===== config.mk =====
export PLATFORM = sky130hd
export DESIGN_NAME = store_unit
export DESIGN_NICKNAME = d
export VERILOG_FILES = /design/src/rtl/store_pkg.sv /design/src/rtl/store_align.sv /design/src/rtl/store_unit.sv
export SDC_FILE = /design/constraint.sdc
export NUM_CORES = 1
export LEC_CHECK = 0
export BUFFER_PORTS_ARGS = -buffer_cell sky130_fd_sc_hd__buf_2
export CAP_MARGIN = 10
export CORE_ASPECT_RATIO = 0.8
export CORE_MARGIN = 5
export CORE_UTILIZATION = 55
export CTS_CLUSTER_DIAMETER = 100
export CTS_CLUSTER_SIZE = 25
export DETAILED_ROUTE_END_ITERATION = 8
export HOLD_SLACK_MARGIN = 0.15
export PLACE_DENSITY = 0.86
export SYNTH_ARGS = -nofsm -noshare
export SYNTH_HDL_FRONTEND = slang
export SYNTH_SLANG_ARGS = --single-unit

===== constraint.sdc =====
create_clock -name clk -period 8.2 [get_ports clk]
set_input_delay 0.82 -clock clk [delete_from_list [all_inputs] [get_ports clk]]
set_output_delay 0.82 -clock clk [all_outputs]
set_load 0.005 [all_outputs]

===== src/rtl/store_pkg.sv =====
`default_nettype none
// ============================================================================
//  Module   : store_pkg
//  Brief    : Shared constants and types for the store path (funct3 codes,
//             error codes, FSM encodings and store-buffer entry layout).
//  Revision : 1.0 - initial release
// ============================================================================
package store_pkg;

    // Store-width encodings carried in funct3
    localparam logic [2:0] F3_SB = 3'b000;
    localparam logic [2:0] F3_SH = 3'b001;
    localparam logic [2:0] F3_SW = 3'b010;

    // Error codes reported on err_code
    localparam logic [1:0] ERR_MISALIGN = 2'b01;
    localparam logic [1:0] ERR_ILLEGAL  = 2'b10;
    localparam logic [1:0] ERR_TIMEOUT  = 2'b11;

    // Issue FSM state encodings
    localparam logic [0:0] ST_IDLE = 1'b0;
    localparam logic [0:0] ST_REQ  = 1'b1;

    // Entry field widths
    localparam int ADDR_W = 32;
    localparam int DATA_W = 32;
    localparam int BE_W   = 4;

    // One buffered store: word address, lane data, byte enables, byte address
    typedef struct packed {
        logic [ADDR_W-1:0] waddr;
        logic [DATA_W-1:0] wdata;
        logic [BE_W-1:0]   be;
        logic [ADDR_W-1:0] baddr;
    } st_entry_t;

endpackage
`default_nettype wire


===== src/rtl/store_align.sv =====
`default_nettype none
// ============================================================================
//  Module   : store_align
//  Brief    : Combinational byte-lane alignment for stores. Replicates the
//             store data across lanes, builds byte enables and flags
//             misaligned or illegal-width stores.
//  Revision : 1.0 - initial release
// ============================================================================
module store_align
    import store_pkg::*;
(
    input  logic [2:0]        i_funct3,
    input  logic [1:0]        i_addr_lo,
    input  logic [DATA_W-1:0] i_data,
    output logic [DATA_W-1:0] o_wdata,
    output logic [BE_W-1:0]   o_be,
    output logic              o_misalign,
    output logic              o_illegal
);

    // Decode the store width into lane data, enables and fault flags
    always_comb begin
        o_wdata    = '0;
        o_be       = '0;
        o_misalign = 1'b0;
        o_illegal  = 1'b0;
        case (i_funct3)
            F3_SB: begin
                o_wdata = {4{i_data[7:0]}};
                o_be    = 4'b0001 << i_addr_lo;
            end
            F3_SH: begin
                o_wdata    = {2{i_data[15:0]}};
                o_be       = 4'b0011 << i_addr_lo;
                o_misalign = i_addr_lo[0];
            end
            F3_SW: begin
                o_wdata    = i_data;
                o_be       = 4'b1111;
                o_misalign = |i_addr_lo;
            end
            default: begin
                o_illegal = 1'b1;
            end
        endcase
    end

endmodule
`default_nettype wire


===== src/rtl/store_unit.sv =====
`default_nettype none
// ============================================================================
//  Module   : store_unit
//  Brief    : Store path stage after the store-data mux. Aligns stores,
//             buffers them in a small FIFO and issues them to data memory
//             over a req/ack handshake, reporting misaligned, illegal and
//             timed-out stores on a one-cycle error pulse.
//  Revision : 1.0 - initial release
// ============================================================================
module store_unit
    import store_pkg::*;
#(
    parameter int DEPTH   = 2,
    parameter int TIMEOUT = 16
)
(
    input  logic        clk,
    input  logic        rst,
    input  logic        st_valid,
    output logic        st_ready,
    input  logic [2:0]  st_funct3,
    input  logic [31:0] st_addr,
    input  logic [31:0] st_data,
    output logic        mem_req,
    output logic [31:0] mem_addr,
    output logic [31:0] mem_wdata,
    output logic [3:0]  mem_be,
    input  logic        mem_ack,
    output logic        err,
    output logic [1:0]  err_code,
    output logic [31:0] err_addr,
    output logic        sb_empty
);

    localparam int c_PTR_W = $clog2(DEPTH);
    localparam int c_CNT_W = c_PTR_W + 1;
    localparam int c_TMO_W = $clog2(TIMEOUT + 1);

    // Input alignment
    logic [DATA_W-1:0] w_wdata;
    logic [BE_W-1:0]   w_be;
    logic              w_misalign;
    logic              w_illegal;

    store_align u_align (
        .i_funct3   (st_funct3),
        .i_addr_lo  (st_addr[1:0]),
        .i_data     (st_data),
        .o_wdata    (w_wdata),
        .o_be       (w_be),
        .o_misalign (w_misalign),
        .o_illegal  (w_illegal)
    );

    // FIFO storage and bookkeeping
    st_entry_t          r_mem [DEPTH];
    logic [c_PTR_W-1:0] r_wr_ptr;
    logic [c_PTR_W-1:0] r_rd_ptr;
    logic [c_CNT_W-1:0] r_count;
    logic [c_PTR_W-1:0] w_rd_ptr_nxt;
    logic               w_full;
    logic               w_accept;
    logic               w_push;
    logic               w_pop;
    st_entry_t          w_entry;
    st_entry_t          w_head;
    st_entry_t          w_head_nxt;

    // Issue FSM and memory-side registers
    logic [0:0]         r_state;
    logic               r_mem_req;
    logic [31:0]        r_mem_addr;
    logic [31:0]        r_mem_wdata;
    logic [3:0]         r_mem_be;
    logic [c_TMO_W-1:0] r_tmo_cnt;
    logic               w_tmo;

    // Error reporting
    logic               r_err;
    logic [1:0]         r_err_code;
    logic [31:0]        r_err_addr;
    logic               r_pend_vld;
    logic [1:0]         r_pend_code;
    logic [31:0]        r_pend_addr;
    logic               w_in_err;
    logic [1:0]         w_in_code;

    assign w_full       = (r_count == c_CNT_W'(DEPTH));
    assign w_accept     = st_valid && !w_full;
    assign w_push       = w_accept && !w_illegal && !w_misalign;
    assign w_in_err     = w_accept && (w_illegal || w_misalign);
    assign w_in_code    = w_illegal ? ERR_ILLEGAL : ERR_MISALIGN;
    assign w_rd_ptr_nxt = r_rd_ptr + c_PTR_W'(1);

    // A timeout fires on the TIMEOUT-th request cycle of a head without ack
    assign w_tmo = (r_state == ST_REQ) && !mem_ack &&
                   (r_tmo_cnt == c_TMO_W'(TIMEOUT - 1));
    assign w_pop = (r_state == ST_REQ) && (mem_ack || w_tmo);

    assign w_entry.waddr = {st_addr[31:2], 2'b00};
    assign w_entry.wdata = w_wdata;
    assign w_entry.be    = w_be;
    assign w_entry.baddr = st_addr;

    assign w_head     = r_mem[r_rd_ptr];
    assign w_head_nxt = r_mem[w_rd_ptr_nxt];

    assign st_ready  = !w_full;
    assign sb_empty  = (r_count == '0) && (r_state == ST_IDLE);
    assign mem_req   = r_mem_req;
    assign mem_addr  = r_mem_addr;
    assign mem_wdata = r_mem_wdata;
    assign mem_be    = r_mem_be;
    assign err       = r_err;
    assign err_code  = r_err_code;
    assign err_addr  = r_err_addr;

    // Entry storage; contents are only meaningful between push and pop
    always_ff @(posedge clk) begin
        if (w_push) begin
            r_mem[r_wr_ptr] <= w_entry;
        end
    end

    // FIFO pointers and occupancy; pointers wrap naturally at DEPTH
    always_ff @(posedge clk) begin
        if (rst) begin
            r_wr_ptr <= '0;
            r_rd_ptr <= '0;
            r_count  <= '0;
        end else begin
            if (w_push) begin
                r_wr_ptr <= r_wr_ptr + c_PTR_W'(1);
            end
            if (w_pop) begin
                r_rd_ptr <= w_rd_ptr_nxt;
            end
            case ({w_push, w_pop})
                2'b10:   r_count <= r_count + c_CNT_W'(1);
                2'b01:   r_count <= r_count - c_CNT_W'(1);
                default: r_count <= r_count;
            endcase
        end
    end

    // Issue FSM: loads the head into registered outputs and holds them
    // until ack or timeout. A store pushed during the last pop is picked up
    // through IDLE, since its slot is not yet readable when the pop occurs.
    always_ff @(posedge clk) begin
        if (rst) begin
            r_state     <= ST_IDLE;
            r_mem_req   <= 1'b0;
            r_mem_addr  <= '0;
            r_mem_wdata <= '0;
            r_mem_be    <= '0;
            r_tmo_cnt   <= '0;
        end else begin
            case (r_state)
                ST_IDLE: begin
                    if (r_count != '0) begin
                        r_state     <= ST_REQ;
                        r_mem_req   <= 1'b1;
                        r_mem_addr  <= w_head.waddr;
                        r_mem_wdata <= w_head.wdata;
                        r_mem_be    <= w_head.be;
                        r_tmo_cnt   <= '0;
                    end
                end
                ST_REQ: begin
                    if (w_pop) begin
                        r_tmo_cnt <= '0;
                        if (r_count > c_CNT_W'(1)) begin
                            r_mem_addr  <= w_head_nxt.waddr;
                            r_mem_wdata <= w_head_nxt.wdata;
                            r_mem_be    <= w_head_nxt.be;
                        end else begin
                            r_state   <= ST_IDLE;
                            r_mem_req <= 1'b0;
                        end
                    end else begin
                        r_tmo_cnt <= r_tmo_cnt + c_TMO_W'(1);
                    end
                end
                default: begin
                    r_state   <= ST_IDLE;
                    r_mem_req <= 1'b0;
                end
            endcase
        end
    end

    // Error pulse: timeout wins, a colliding input error waits one cycle
    always_ff @(posedge clk) begin
        if (rst) begin
            r_err       <= 1'b0;
            r_err_code  <= '0;
            r_err_addr  <= '0;
            r_pend_vld  <= 1'b0;
            r_pend_code <= '0;
            r_pend_addr <= '0;
        end else begin
            if (w_tmo) begin
                r_err      <= 1'b1;
                r_err_code <= ERR_TIMEOUT;
                r_err_addr <= w_head.baddr;
                if (w_in_err) begin
                    r_pend_vld  <= 1'b1;
                    r_pend_code <= w_in_code;
                    r_pend_addr <= st_addr;
                end
            end else if (r_pend_vld) begin
                r_err       <= 1'b1;
                r_err_code  <= r_pend_code;
                r_err_addr  <= r_pend_addr;
                r_pend_vld  <= w_in_err;
                r_pend_code <= w_in_code;
                r_pend_addr <= st_addr;
            end else if (w_in_err) begin
                r_err      <= 1'b1;
                r_err_code <= w_in_code;
                r_err_addr <= st_addr;
            end else begin
                r_err <= 1'b0;
            end
        end
    end

endmodule
`default_nettype wire


==> results.sh, run 1 <==
export IMPL_place_area_mm2=0.01329
export IMPL_grt_pass1_vias=8026
export IMPL_gr_usage_all_layers=0.2082
export IMPL_nNetsFinal=1268
export IMPL_numPortBuffers=174
export IMPL_synth_edf_count=136
export IMPL_arrival_ns=3.70
export IMPL_routed_via_density=5.479
export IMPL_p_total_mw=3.318
export IMPL_end_kind="register"
export IMPL_tns_ns=0
export IMPL_place_congestion=0.8624
export IMPL_synth_seq_cells=284
export IMPL_cts_buffers_inserted=15
export IMPL_cts_tree="yes"
export IMPL_yosys_area_top_type="edfxtp_1"
export IMPL_hpwl_um=17830
export IMPL_max_slew_margin_rel=0.2447
export IMPL_routed_wl_um=27230
export IMPL_fin_area_mm2=0.01373
export IMPL_die_h_um=143.9
export IMPL_setup_viol=0
export IMPL_synth_adder_area_share=0.006089
export IMPL_avgSynthCellArea_um2=11.52
export IMPL_die_area_mm2=0.02553
export IMPL_postCtsSetupBuffers=0
export IMPL_path_max_fanout=70
export IMPL_yosys_warnings=0
export IMPL_async_flop_share=0
export IMPL_fmax_ghz=0.3035
export IMPL_hold_buffers=0
export IMPL_critical_path_class="register to register"
export IMPL_ant_nets=0
export IMPL_tightest_slew_ns=1.133
export IMPL_num_io_pins=177
export IMPL_ys_flop_type="dfxtp_1"
export IMPL_ys_seq_area_frac=0.5715
export IMPL_layout_common_cells="203 x mux2i_1, 173 x buf_2, 169 x nand2_1"
export IMPL_dpl_worst_slack_ns=4.663
export IMPL_start_util=0.5540
export IMPL_synth_compound_area_frac=0.09022
export IMPL_status="complete, no violations"
export IMPL_yosysTopAreaCellShare=0.3312
export IMPL_synth_xor_area_frac=0.003552
export IMPL_required_ns=8.60
export IMPL_clkTransAtPathRegs_ns=0.10
export IMPL_htree_levels=1
export IMPL_finalWorstSetupSlack_ns=4.905
export IMPL_drv_slew=0
export IMPL_dp_cells=1480
export IMPL_cts_sinks=284
export IMPL_drc_errors=0
export IMPL_rows=49
export IMPL_rsz0062_at_grt="no"
export IMPL_cp_start_kind="register"
export IMPL_num_vias=8257
export IMPL_overflow=0
export IMPL_syn_inst=1070
export IMPL_cts_resized=0
export IMPL_insertion_delay_ns=0.50
export IMPL_grt_pass1_wl_um=42700
export IMPL_mostFrequentLayoutCell="mux2i_1"
export IMPL_fill_cells=1779
export IMPL_drt_iter0_drc=652
export IMPL_drtPass1Iterations=5
export IMPL_die_width_um=177.4
export IMPL_clk_path_buf_depth=3
export IMPL_area_delta_synth_final_pct=11.35
export IMPL_drive_gt1_frac=0.2333
export IMPL_wl_per_cell_um=18.07
export IMPL_synth_cell_types=42
export IMPL_drv_cap=0
export IMPL_synth_top_family_by_area="multiplexers"
export IMPL_layout_cells_non_filler=1507
export IMPL_reg2reg_slack_ns=4.90
export IMPL_powerDensity_mw_per_mm2=241.7
export IMPL_fp_coreArea_mm2=0.02226
export IMPL_antenna_found_initial=2
export IMPL_fin_crit_sh=0.4018
export IMPL_grt_max_degree=86
export IMPL_yosys_area_share_simple=0.1214
export IMPL_min_period_ns=3.295
export IMPL_leakage_nw=5.374
export IMPL_syn_area_mm2=0.01233
export IMPL_yosys_top_cells_area="edfxtp_1 33%, dfxtp_1 24%, mux2i_1 17%, a211oi_2 6.1%, nand2_1 5.1%"
export IMPL_ir_worst_vdd_mv=0.1092
export IMPL_hp_class="register to register"
export IMPL_finalHoldViolCount=0
export IMPL_root_buffer="clkbuf_16"
export IMPL_finalClockSkew_ns=0.02163
export IMPL_synth_mux_area_frac=0.1684
power by group:
group | internal [mW] | switching, mW | total (mW)
Clock | 0.355 | 0.438 | 0.793
Sequential | 1.63 | 0.0819 | 1.71
Combinational | 0.345 | 0.472 | 0.816
state kept, by name (all words and copies together) (netlist names), named ones only:
name	count
r_state	1
r_rd_ptr	1
r_tmo_cnt	5
r_count	2
r_pend_addr	32
r_pend_code	2
mem_be	4
r_pend_vld	1
mem_req	1
err	1
mem_wdata	32
mem_addr	30
err_addr	32
err_code	2
r_wr_ptr	1
r_mem	136
cell type report:
type | instances | area [µm²] | area share
Tap cell | 306 | 382.9 | 0.02789
Sequential cell | 284 | 7049 | 0.5135
Multi-Input combinational cell | 695 | 4860 | 0.3540
Clock buffer | 24 | 409.1 | 0.02980
Inverter | 9 | 36.28 | 0.002643
Clock inverter | 2 | 25.02 | 0.001823
Antenna cell | 1 | 2.502 | 0.0001823
Timing Repair Buffer | 186 | 963.4 | 0.07018
per-stage QoR:
stage	util	hold slack [ns]
6_report	0.6169	0.4630
5_1_grt	0.6167	0.4832
4_1_cts	0.6167	0.4651
3_5_place_dp	0.5972	0.4493
3_3_place_gp	0.5972	0.4439
2_1_floorplan	-	0.4377
layer usage:
metal	share of wire	GRT usage	wire, µm
met3	0.062	0.03393	1685
met4	0.015	0.03743	418
met5	0.0012	0	32
met2	0.47	0.3473	12880
met1	0.45	0.2941	12220
path summary, 6_finish.rpt:
kind                   start              end  cells after the start
max reg2reg     r_tmo_cnt[0]    mem_wdata[26]                      8
min          r_pend_addr[29]  r_pend_addr[29]                      2
max             r_tmo_cnt[0]    mem_wdata[26]                      8
min reg2reg  r_pend_addr[29]  r_pend_addr[29]                      2
synth_stat cells (8+ instances only):
cell type and n:
dfxtp_1 148, nand2_1 169, edfxtp_1 136, buf_6 10, nand3_1 32, nor2b_1 15
inv_1 8, a21oi_1 32, mux2i_1 204, and2_1 8, nor2_1 115, buf_4 8
clkbuf_1 40, a211oi_1 8, buf_2 19, a211oi_2 60
worst max-delay path, stage by stage, from the launching register on:
cell and delay [ns]:
dfxtp_1 0.39, ha_1 0.21, and3_1 0.18, ha_1 0.22, or3b_1 0.26, o21a_4 0.76
buf_4 0.81, nor2_1 0.14, a211oi_2 0.24
logic make-up (layout without fill, tap and decap cells):
family,count (synthesis),after routing
xor+xnor,5,5
fa+ha+maj,6,6
flops,284,284
compound gates,118,118
simple gates,357,357
buf+inv,92,221
mux,207,207
other cells,1,3
Power figures use the tool's default switching activity.
==> run 2, diff against run 1 <==
--- a/config.mk
+++ b/config.mk
@@ -5,6 +5,7 @@
 export SDC_FILE = /design/constraint.sdc
 export NUM_CORES = 1
 export LEC_CHECK = 0
+export ABC_AREA = 1
 export BUFFER_PORTS_ARGS = -buffer_cell sky130_fd_sc_hd__buf_2
 export CAP_MARGIN = 10
 export CORE_ASPECT_RATIO = 0.8
==> constraint.sdc (replaced) <==
create_clock -name clk -period 3.2 [get_ports clk]
set_input_delay 0.32 -clock clk [delete_from_list [all_inputs] [get_ports clk]]
set_output_delay 0.32 -clock clk [all_outputs]
set_load 0.005 [all_outputs]
==> run 2 against run 1 <==
Net effect:
- critical path depth up 2
- sequential share of layout area down 2.1 points
- clock skew down 0.0013 ns
- wire length rose by 24%
- non-clock buffer count grew 46
- first-iteration DRC count rose by 76%
- sequential power grew to 2.6 times the previous value
- combinational power rose to 2.8 times the previous value
==> results.sh, run 2 <==
export IMPL_antenna_cells=0
export IMPL_ir_worst_vdd_mv=0.5414
export IMPL_grt_pass1_vias=10470
export IMPL_yosysTopAreaCellShare=0.3231
export IMPL_drc_errors=0
export IMPL_rsz0062_at_grt="no"
export IMPL_fmax_ghz=0.3410
export IMPL_dpl_worst_slack_ns=0.3486
export IMPL_ant_nets=0
export IMPL_overflow=0
export IMPL_async_flop_share=0
export IMPL_largest_register_ffs=136
export IMPL_rows=49
export IMPL_gr_usage_all_layers=0.2435
export IMPL_fp_coreArea_mm2=0.02256
export IMPL_fill_cells=1849
export IMPL_drive_gt1_frac=0.1435
export IMPL_die_area_mm2=0.02613
export IMPL_layout_cells_non_filler=1923
export IMPL_routed_wl_um=33820
export IMPL_regArea_mm2=0.007053
export IMPL_finalCoreUtilization=0.6342
export IMPL_arrival_ns=3.33
export IMPL_max_slew_margin_rel=0.3532
export IMPL_clk_path_buf_depth=3
export IMPL_fin_area_mm2=0.01431
export IMPL_root_buffer="clkbuf_16"
export IMPL_min_period_ns=2.932
export IMPL_synth_seq_cells=284
export IMPL_cp_start_kind="register"
export IMPL_end_kind="register"
export IMPL_htree_levels=1
export IMPL_num_vias=11110
export IMPL_p_sw_frac=0.3262
export IMPL_max_flop_register="r_mem"
export IMPL_combinationalPowerShare=0.257
export IMPL_wl_per_cell_um=17.58
export IMPL_die_h_um=145.6
export IMPL_place_area_mm2=0.01351
export IMPL_yosys_top_cells_area="edfxtp_1 32%, dfxtp_1 23%, nand2_1 8.7%, o21ai_0 8.6%, a21oi_1 7.1%"
export IMPL_yosysMostFrequentCell="nand2_1"
export IMPL_mostFrequentLayoutCell="nand2_1"
export IMPL_insertion_delay_ns=0.49
export IMPL_drt_iter0_drc=1146
export IMPL_cts_buffers_inserted=15
export IMPL_synth_common_cells="292 x nand2_1, 216 x o21ai_0, 180 x a21oi_1, 148 x dfxtp_1, 136 x edfxtp_1"
export IMPL_finalHoldViolCount=0
export IMPL_antenna_found_initial=0
export IMPL_avgSynthCellArea_um2=8.593
export IMPL_ys_seq_area_frac=0.5575
export IMPL_hpwl_um=21730
export IMPL_p_clk_frac=0.232
export IMPL_cts_resized=0
export IMPL_whs_ns=0.1760
export IMPL_syn_area_mm2=0.01264
export IMPL_finalClockSkew_ns=0.02030
export IMPL_pwr_share_seq=0.511
export IMPL_postCtsSetupBuffers=0
export IMPL_grt_pass1_wl_um=53640
export IMPL_status="complete, no violations"
export IMPL_area_delta_synth_final_pct=13.19
export IMPL_required_ns=3.60
export IMPL_yosys_area_top_type="edfxtp_1"
export IMPL_tightest_slew_ns=0.9691
export IMPL_die_width_um=179.5
export IMPL_synth_cell_types=35
export IMPL_nNetsFinal=1687
export IMPL_fin_crit_sh=0.9164
export IMPL_p_int_mw=5.962
export IMPL_cts_tree="yes"
export IMPL_routed_via_density=5.778
export IMPL_setup_viol=0
export IMPL_drv_slew=0
export IMPL_leakage_nw=5.854
export IMPL_numPortBuffers=174
export IMPL_place_congestion=0.9169
export IMPL_synth_edf_count=136
export IMPL_hp_class="input pin to register"
export IMPL_layout_common_cells="292 x nand2_1, 216 x o21ai_0, 180 x a21oi_1"
export IMPL_p_total_mw=8.849
export IMPL_drv_cap=0
export IMPL_multi_input_area_mm2=0.004636
export IMPL_drtPass1Iterations=5
export IMPL_finalWorstSetupSlack_ns=0.2677
export IMPL_switching_power_mw=2.887
export IMPL_critical_path_class="register to register"
export IMPL_cts_sinks=284
export IMPL_ys_flop_type="dfxtp_1"
export IMPL_tns_ns=0
export IMPL_grt_max_degree=89
export IMPL_num_io_pins=177
export IMPL_path_max_fanout=34
export IMPL_clkTransAtPathRegs_ns=0.10
export IMPL_dp_cells=1861
export IMPL_yosys_warnings=0
export IMPL_syn_inst=1471
export IMPL_start_util=0.5603
export IMPL_powerDensity_mw_per_mm2=618.4
## run 2: cell types whose count changed after synthesis, sizes merged, moves of 8 or more
cell / change
o21ai: +269
mux2i: -204
a21oi: +148
nand2: +128
inv: +96
a211oi: -67
nand3: +49
nor2: -37
a31oi: +35
buf: +16
nor2b: -15
clkbuf: +12
a22o: +8
and2: -8
## run 2: power groups by stage
stage | Clock (mW) | Combinational [mW] | Sequential, mW
2_1_floorplan | 0 | 1.42 | 4.56
3_3_place_gp | 0 | 2.14 | 4.58
3_5_place_dp | 0 | 2.19 | 4.60
4_1_cts | 2.09 | 2.25 | 4.52
5_1_grt | 2.21 | 2.51 | 4.58
6_report | 2.05 | 2.27 | 4.53
## run 2: worst paths after layout
path	depth (start not counted)	end	slack [ns]	startpoint
hold / removal	3	r_mem[0][47]	0.18	st_data[11]
setup reg to reg	10	r_pend_addr[19]	0.27	r_tmo_cnt[0]
setup / recovery	10	r_pend_addr[19]	0.27	r_tmo_cnt[0]
hold reg to reg	2	err_addr[6]	0.49	err_addr[6]
## run 2: critical path, stage by stage (launching register included)
cell	delay [ns]
dfxtp_1	0.40
ha_1	0.16
inv_1	0.06
nor3_1	0.15
ha_1	0.28
nand3_2	0.36
inv_4	0.26
nand3_4	0.37
nand2_4	0.48
nand2_1	0.12
a21oi_1	0.17
## run 2: cell families after synthesis
family,synth area share
AND/OR/NAND/NOR,0.1508
flip-flops,0.5575
other,0.0002967
adder cells (fa/ha/maj),0.005939
XOR/XNOR,0.001386
AO/OA/AOI/OAI,0.2068
buffers and inverters,0.07730
## run 2: cell type report
type	count	share of cell area
Clock buffer	23	0.02833
Clock inverter	1	0.001137
Inverter	105	0.02807
Multi-Input combinational cell	972	0.3240
Sequential cell	284	0.4929
Tap cell	306	0.02676
Timing Repair Buffer	232	0.09881
## run 2: what timing repair did
item / in CTS / in global routing
hold buffers: 38 / 0
hold endpoints to repair: 107 / 0
endpoints found under the setup margin: 0 / 0
## run 2: per-layer routing
metal / share of wire / track usage
met5: 0 / 0
met4: 0.024 / 0.07197
met3: 0.084 / 0.03448
met2: 0.47 / 0.4091
met1: 0.42 / 0.3315
